**src/rtl/fpu_mul_pkg.sv**
```systemverilog
// fpu_mul_pkg: shared constants and types for the iterative
// 53x53 fraction multiplier (digit width, digit count, FSM states).
package fpu_mul_pkg;

  localparam int DIGIT_W         = 8;
  localparam int N_DIGITS        = 7;
  localparam int SNG_START_DIGIT = 3;
  localparam int FRAC_W          = 53;
  localparam int B_W             = N_DIGITS * DIGIT_W;
  localparam int PP_W            = FRAC_W + DIGIT_W;
  localparam int PROD_W          = 106;

  typedef enum logic [1:0] {
    IDLE = 2'd0,
    BUSY = 2'd1,
    DONE = 2'd2
  } mul_state_e;

endpackage

```
**src/rtl/fpu_mul_53x8.sv**
```systemverilog
// fpu_mul_53x8: combinational 53x8 partial product.
// Ports: a (53b multiplicand), b (8b digit), p (61b product).
module fpu_mul_53x8
  import fpu_mul_pkg::*;
(
  input  logic [FRAC_W-1:0]  a,
  input  logic [DIGIT_W-1:0] b,
  output logic [PP_W-1:0]    p
);

  assign p = {{DIGIT_W{1'b0}}, a} * {{FRAC_W{1'b0}}, b};

endmodule

```
**src/rtl/fpu_mul_iter_array.sv**
```systemverilog
// fpu_mul_iter_array: iterative 53x53 fraction multiplier, one
// 8-bit multiplier digit per advancing cycle; frozen while
// m6stg_step=0.
// Ports: rclk, reset (sync, active high), m6stg_step (advance),
//   m1stg_mul_start/m1stg_mul_sng (request, single flag),
//   m2stg_frac1_array_in (A, inverted), m2stg_frac2_array_in (B),
//   mul_array_rdy, m4stg_frac (106b product), m4stg_frac_vld.
// Build option: FPU_MUL_SNG_FAST_EN starts single ops at digit 3
//   (4-cycle latency instead of 7).
module fpu_mul_iter_array
  import fpu_mul_pkg::*;
#(
  parameter int DIGIT_W = 8
) (
  input  logic                rclk,
  input  logic                reset,
  input  logic                m6stg_step,
  input  logic                m1stg_mul_start,
  input  logic                m1stg_mul_sng,
  input  logic [FRAC_W-1:0]   m2stg_frac1_array_in,
  input  logic [FRAC_W-1:0]   m2stg_frac2_array_in,
  output logic                mul_array_rdy,
  output logic [PROD_W-1:0]   m4stg_frac,
  output logic                m4stg_frac_vld
);

  typedef logic [N_DIGITS-1:0][DIGIT_W-1:0] b_digits_t;

  mul_state_e          state;
  mul_state_e          state_n;
  logic [FRAC_W-1:0]   a_q;
  b_digits_t           b_q;
  logic                sng_q;
  logic [2:0]          k;
  logic [2:0]          start_k;
  logic [PROD_W-1:0]   acc;
  logic [PP_W-1:0]     pp;
  logic [PROD_W-1:0]   pp_sh;
  logic                accept;
  logic                last_k;
  logic                unused_sng;

  assign mul_array_rdy = (state == IDLE) ||
                         (state == DONE && m6stg_step);
  assign accept = mul_array_rdy && m1stg_mul_start &&
                  m6stg_step;
  assign last_k = (k == 3'(N_DIGITS - 1));

`ifdef FPU_MUL_SNG_FAST_EN
  // single operands carry zeros in B[28:0]; skip digits 0-2
  assign start_k = m1stg_mul_sng ?
                   3'(SNG_START_DIGIT) : 3'd0;
`else
  assign start_k = 3'd0;
`endif

  // kept for downstream debug visibility, no consumer here
  assign unused_sng = sng_q;

  fpu_mul_53x8 u_pp (
    .a (a_q),
    .b (b_q[k]),
    .p (pp)
  );

  // true product fits in 106 bits, so upper shifted-out
  // bits of the last digits are always zero
  assign pp_sh = {{(PROD_W - PP_W){1'b0}}, pp} << {k, 3'b000};

  always_ff @(posedge rclk) begin
    if (reset) begin
      state <= IDLE;
    end else begin
      state <= state_n;
    end
  end

  always_comb begin
    state_n = state;
    unique case (state)
      IDLE: if (accept) state_n = BUSY;
      BUSY: if (m6stg_step && last_k) state_n = DONE;
      DONE: begin
        if (m6stg_step) state_n = accept ? BUSY : IDLE;
      end
      default: state_n = IDLE;
    endcase
  end

  always_ff @(posedge rclk) begin
    if (reset) begin
      a_q   <= '0;
      b_q   <= '0;
      sng_q <= 1'b0;
      k     <= '0;
      acc   <= '0;
    end else if (accept) begin
      a_q   <= ~m2stg_frac1_array_in;
      b_q   <= {3'b000, m2stg_frac2_array_in};
      sng_q <= m1stg_mul_sng;
      k     <= start_k;
      acc   <= '0;
    end else if (m6stg_step && state == BUSY) begin
      acc <= acc + pp_sh;
      k   <= k + 3'd1;
    end
  end

  assign m4stg_frac     = acc;
  assign m4stg_frac_vld = (state == DONE);

endmodule

```
**config.mk**
```make
export PLATFORM = sky130hd
export DESIGN_NAME = fpu_mul_iter_array
export DESIGN_NICKNAME = d
export VERILOG_FILES = /design/src/rtl/fpu_mul_pkg.sv /design/src/rtl/fpu_mul_53x8.sv /design/src/rtl/fpu_mul_iter_array.sv
export SDC_FILE = /design/constraint.sdc
export NUM_CORES = 2
export LEC_CHECK = 0
export BUFFER_PORTS_ARGS = -buffer_cell sky130_fd_sc_hd__clkbuf_2
export CELL_PAD_IN_SITES_DETAIL_PLACEMENT = 1
export CELL_PAD_IN_SITES_GLOBAL_PLACEMENT = 1
export CORE_MARGIN = 2
export CORE_UTILIZATION = 25
export CTS_CLUSTER_DIAMETER = 60
export DETAILED_ROUTE_END_ITERATION = 10
export PLACE_DENSITY = 0.49
export SYNTH_ARGS = -nofsm -noshare
export SYNTH_HDL_FRONTEND = slang
export SYNTH_SLANG_ARGS = --single-unit
```
**constraint.sdc**
```tcl
create_clock -name rclk -period 14 [get_ports rclk]
set_input_delay 0 -clock rclk [delete_from_list [all_inputs] [get_ports rclk]]
set_output_delay 0 -clock rclk [all_outputs]
set_load 0.02 [all_outputs]
```
Word level (Yosys, flattened, before mapping):

Cells that the tools add are included.
Widths: inputs -> output; s select.

* flip-flop bits (word level): 217
* bits of input ports: 111
* output and inout bits: 108
* word-level logic and storage cells: 39

* add/sub/neg operators: 2
* multipliers: 1
* $lt $le $gt $ge: 1
* eq/ne operators: 6
* shift-type cells: 1
* muxes and demuxes: 7
* bitwise gates (word level): 1
* reductions and logical operators: 9

Operators by type and width (number)
* $add 106x106->106: 1
* $shl 61x6->106: 1
* $mul 53x8->61: 1
* $not 53->53: 1
* $bmux 8 s3: 1
* $mux 8: 1
* $mux 2: 3
* $ne 2x2->1 const B: 3
* $pmux 2 s3: 1
* $logic_and 1x1->1: 5
* $lt 3x4->1 const B: 1
* $add 3x1->3 const B: 1
* $eq 3x3->1 const B: 1
* $reduce_and 3->1: 1
* $eq 2x1->1 const B: 1
* $eq 2x2->1 const B: 1
* $logic_not 2->1: 1
* $reduce_or 2->1: 1
* $logic_or 1x1->1: 1
* $mux 1: 1

Logic depth before layout (Yosys ltp):

* depth after elaboration: 8
* gate-level depth with buffers: 41
* depth with buffers taken out: 37

Modules after synthesis:

A second synthesis with hierarchy kept.

* cell total of the unflattened synthesis: 3937
* area, all modules: 30362.9 µm²

Modules (own cells, without submodules)
* fpu_mul_iter_array: instances 1, cells each 2350, area each 16622.2 µm², seq. area each 4344.2 µm²
* fpu_mul_53x8: instances 1, cells each 1587, area each 13740.7 µm², seq. area each 0.0 µm²

Worst setup path before layout:

Ideal clock, no wire load.

* path type: register to register
* start point: register k[1]
* end point: register acc[105], in the netlist m4stg_frac[105]
* setup time: 72 ps
* data arrival time: 9805 ps
* required time: 13928 ps
* path slack: 4124 ps
* cell stages (with the launch flop): 39
* buffers on the path: 4
* clock period less this slack: 9876 ps
* path through: dfxtp_1 -> clkbuf_1 -> clkbuf_1 -> mux4_2 -> o21ai_1 -> clkbuf_1 -> nand2b_1 -> fa_1 -> fa_1 -> inv_1 -> fa_1 -> inv_1 -> fa_1 -> inv_1 -> ha_1 -> o211ai_1 -> o21a_1 -> nor4_4 -> (+3 left out) -> a2111o_1 -> and2_4 -> xnor2_2 -> mux4_2 -> o21a_1 -> ha_1 -> clkbuf_1 -> and4_1 -> and2_1 -> nand4_1 -> or4_1 -> o21ai_0 -> a2111o_1 -> nand4_1 -> o21ai_0 -> a221oi_1 -> mux2i_1 -> mux2i_1

* cells in the longest elaborated chain, start to end: 5

Ends and longest elaborated chain
* start: declaration: RTL line fpu_mul_iter_array.sv:34 `logic [2:0] k;`
* start signal: assignment: RTL line fpu_mul_iter_array.sv:101 `k <= start_k;`
* start signal: assignment: RTL line fpu_mul_iter_array.sv:105 `k <= k + 3'd1;`
* $bmux 8 s3: RTL line fpu_mul_iter_array.sv:62 `.b (b_q[k]),`
* $mux 8 (not written as such): RTL line fpu_mul_iter_array.sv:62
* $mul 53x8->61: RTL line fpu_mul_53x8.sv:11 `assign p = {{DIGIT_W{1'b0}}, a} * {{FRAC_W{1'b0}}, b};`
* $shl 61x6->106 (*): RTL line fpu_mul_iter_array.sv:68 `assign pp_sh = {{(PROD_W - PP_W){1'b0}}, pp} << {k, 3'b000};`
* $add 106x106->106 (*): RTL line fpu_mul_iter_array.sv:104 `acc <= acc + pp_sh;`
* end signal: assignment: RTL line fpu_mul_iter_array.sv:104
* end: declaration: RTL line fpu_mul_iter_array.sv:36 `logic [PROD_W-1:0] acc;`

Mark *: on every way between the ends. The rest lies on a longest branch, timed or not. The select of a mux whose other input is x is not followed.
A chain may end at the register's enable or synchronous reset.

Worst setup path after layout:

* start point: register k[1]
* end point: register acc[99], in the netlist m4stg_frac[99]

Same word-level chain as after synthesis.

==> results_dict.tcl <==
set metrics [dict create \
    layout_common_cells "sky130_fd_sc_hd__nand2_1 (559), sky130_fd_sc_hd__a21oi_1 (351), sky130_fd_sc_hd__fa_1 (307)" \
    critical_path.endpoint_type "flop" \
    routed_via_density 4.98 \
    die_area_mm2 0.124 \
    antenna_found_initial 4 \
    synth_top_flop_cell "sky130_fd_sc_hd__dfxtp_1" \
    largest_net_degree_at_the_start_of_global_routing 83 \
    power-per-cell-area_mw_per_mm2 69.1 \
    synth_warnings 0 \
    place_hpwl_um 98900 \
    vias 28400 \
    cellLeakagePower_uw 0.0160 \
    ys_async_sr_fraction_pct 0 \
    gr-max-usage-layer "met2" \
    cpPeakStageDelay_ns 0.69 \
    critPathKind "flop to flop" \
    setup.worst_path.start_class "flop" \
    cts_sinks 217 \
    rows 127 \
    area_growth_pct 18.3 \
    cpMaxStageDelayCell "sky130_fd_sc_hd__dfxtp_4" \
    residual_antenna_violating_net_count_after_detailed_routing 0 \
    grt_overflow_total 0 \
    fraction_of_layout_cells_with_a_size_suffix_above_1_pct 10.2 \
    drt_pre_antenna_iters 5 \
    cts_tree "yes" \
    mostFrequentLayoutCell "sky130_fd_sc_hd__nand2_1" \
    worst-path-max-fanout 41 \
    cts-root-to-sink-buffers 3 \
    slew-limit-headroom_pct 28.7 \
    synth-edff-count 0 \
    post_synth_instance_area_mm2 0.0302 \
    utilization_pct 29.8 \
    fmaxAchievable_mhz 81.5 \
    die_y_um 352 \
    first_pass_grt_wire_length_um 190000 \
    worst_setup_path_startpoint "k[1]$_SDFFE_PP0P_" \
    post-cts-setup-buffers 0 \
    core-area_mm2 0.120 \
    detail_route.drc_violations 0 \
    critical-path-top-cell-by-count "sky130_fd_sc_hd__fa_1" \
    grt_util_met2_pct 33.7 \
    grtUsageMet1_pct 27.7 \
    setup_total_negative_slack_ns 0 \
    postSynthAreaPerCell_um2 7.86 \
    io_pins 219 \
    htree_num_levels 2 \
    critPathRequiredTime_ns 14.56 \
    effective_utilization_at_floorplan_pct 25.2 \
    period_share_pct 87.7 \
    drt-wirelength-per-cell_um 21.8 \
    gr_util_all_layers_pct 20.1 \
    numCtsBuffers 45 \
    outcome "complete, no violations" \
    netlist_instances 3842 \
    first_global_vias 29800 \
    yosys.cell_types.count 100 \
    clock_tree.root_cell "sky130_fd_sc_hd__clkbuf_16" \
    hold_path_startpoint "m2stg_frac1_array_in[29]" \
    number_of_hold_buffers_added_after_cts 149 \
    holdCritPathClass "primary input to flop" \
    max-vdd-ir-drop_mv 0.0803 \
    cts_resized 0 \
    clk_pin_slew_worst_paths_ns 0.06 \
    worst_ep_arrival_time_ns 12.84 \
    grt_util_met3_pct 2.19 \
    design.final.nets 4666 \
    die_w_um 352 \
    port_buffers 217 \
    tmin_final_ns 12.27 \
    timing_worst_slew_pin_value_ns 1.05 \
    grt_setup_unrepaired "false" \
    place.gp.congestion 0.868 \
    maxSlewViolCount 0 \
    fin_worst_skew_ns 0.0269 \
    worst_slack_ns 1.73 \
    synthesis.nets 4448 \
    synth_seq_area_share_pct 14.4 \
    max_cap_viol_count 0 \
    yosys_register_bits 217 \
    clock_latency_of_the_later_clocked_register_in_the_worst_skew_pair_ns 0.64 \
    place_worst_setup_slack_ns 1.81 \
    drt_iter0_markers 1440 \
    hold_viol 0 \
    worst_r2r_startpoint "k[1]$_SDFFE_PP0P_" \
    drt_total_wl_um 125000 \
    setup_viol_count_final 0 \
]
[synthesized netlist by cell type, types with 8 or more instances]
library cell / number / area, um2
sky130_fd_sc_hd__and2_1: 146 / 913
sky130_fd_sc_hd__o21ai_0: 155 / 776
sky130_fd_sc_hd__a31oi_1: 24 / 150
sky130_fd_sc_hd__xor2_1: 57 / 499
sky130_fd_sc_hd__mux2i_1: 56 / 561
sky130_fd_sc_hd__clkbuf_1: 196 / 736
sky130_fd_sc_hd__o21a_1: 25 / 188
sky130_fd_sc_hd__nand4_1: 69 / 432
sky130_fd_sc_hd__nand3_1: 43 / 215
sky130_fd_sc_hd__inv_1: 290 / 1090
sky130_fd_sc_hd__nand2_1: 561 / 2110
sky130_fd_sc_hd__o22ai_1: 22 / 138
sky130_fd_sc_hd__a211oi_1: 71 / 533
sky130_fd_sc_hd__a21o_1: 108 / 811
sky130_fd_sc_hd__and4_1: 9 / 78.8
sky130_fd_sc_hd__o21ai_1: 10 / 50.1
sky130_fd_sc_hd__o211ai_1: 17 / 128
sky130_fd_sc_hd__buf_2: 8 / 40.0
sky130_fd_sc_hd__or2_2: 9 / 56.3
sky130_fd_sc_hd__or3_1: 13 / 81.3
sky130_fd_sc_hd__a21oi_1: 354 / 1770
sky130_fd_sc_hd__nor2b_1: 211 / 1320
sky130_fd_sc_hd__and3_1: 22 / 138
sky130_fd_sc_hd__a221oi_1: 10 / 87.6
sky130_fd_sc_hd__nand2b_1: 29 / 181
sky130_fd_sc_hd__mux2_2: 26 / 293
sky130_fd_sc_hd__buf_1: 16 / 60.1
sky130_fd_sc_hd__nor2_1: 223 / 837
sky130_fd_sc_hd__o31ai_1: 9 / 67.6
sky130_fd_sc_hd__nor3_1: 40 / 200
sky130_fd_sc_hd__a221o_1: 11 / 110
sky130_fd_sc_hd__o21bai_1: 51 / 383
sky130_fd_sc_hd__ha_1: 188 / 2350
sky130_fd_sc_hd__xnor2_1: 89 / 780
sky130_fd_sc_hd__mux4_2: 10 / 225
sky130_fd_sc_hd__fa_1: 307 / 6150
sky130_fd_sc_hd__dfxtp_1: 217 / 4340
[where the power goes]
part | switching, uW | internal, uW
clock network | 434 | 640
logic | 464 | 247
registers | 44.7 | 640
total | 943 | 1530
[through the flow]
stage | hold slack, ns | total power, uW | cell area (um2) | std cells
after floorplan | 0.0957 | 1110 | 30200 | 3842
final | 0.0870 | 2470 | 35700 | 5710
after global routing | 0.0670 | 2610 | 35700 | 5708
after CTS | 0.0352 | 2520 | 35700 | 5708
after global placement | 0.182 | 1380 | 32800 | 5476
after detailed placement | 0.186 | 1380 | 32800 | 5476
[cell families (layout without fill, tap and decap cells)]
family | Yosys count | in the layout | share of synthesized area [%]
buf+inv | 514 | 768 | 6.43
fa+ha+maj | 495 | 495 | 28.1
simple gates | 1402 | 1402 | 22.5
xor+xnor | 147 | 147 | 4.29
other cells | 0 | 2 | 0
flops | 217 | 217 | 14.4
mux | 92 | 92 | 3.57
compound gates | 975 | 975 | 20.7
[worst paths after layout]
check,to,slack (ns),cells past startpoint
hold reg to reg,b_q[29]$_SDFFE_PP0P_,0.45,2
hold / removal,a_q[29]$_SDFFE_PP0P_,0.09,3
setup reg to reg,m4stg_frac[99]$_SDFFE_PP0P_,1.73,36
setup / recovery,m4stg_frac[99]$_SDFFE_PP0P_,1.73,36
[final cells by class]
cell class              count  area [um2]
well taps                1612        2020
clock inverters            26         251
diodes                      2        5.00
inverters                 292        1100
clock buffers              57        1210
flip-flops and latches    217        4350
fillers                 14300       84200
repair buffers            393        2780
multi-input cells        3111       24000
[flip-flops by register name, summed over array words and instances (netlist names)]
signal and flops:
a_q 53, b_q 53, k 3, m4stg_frac 106
state 2
[worst max-delay path, delay by kind of cell (launching register included)]
kind	cells	cell delay, ns
buf+inv	5	0.51
compound gates	12	4.53
simple gates	13	3.58
flops	1	0.69
fa+ha+maj	6	2.85
[routing by layer]
layer / part of all wire (%) / up-vias
met2: 48 / 483
met1: 47 / 14300
met3: 3.6 / 91
li1: - / 13500
met5: 0 / -
met4: 1.7 / 0
Note: power is estimated with default switching activity, not from simulation.
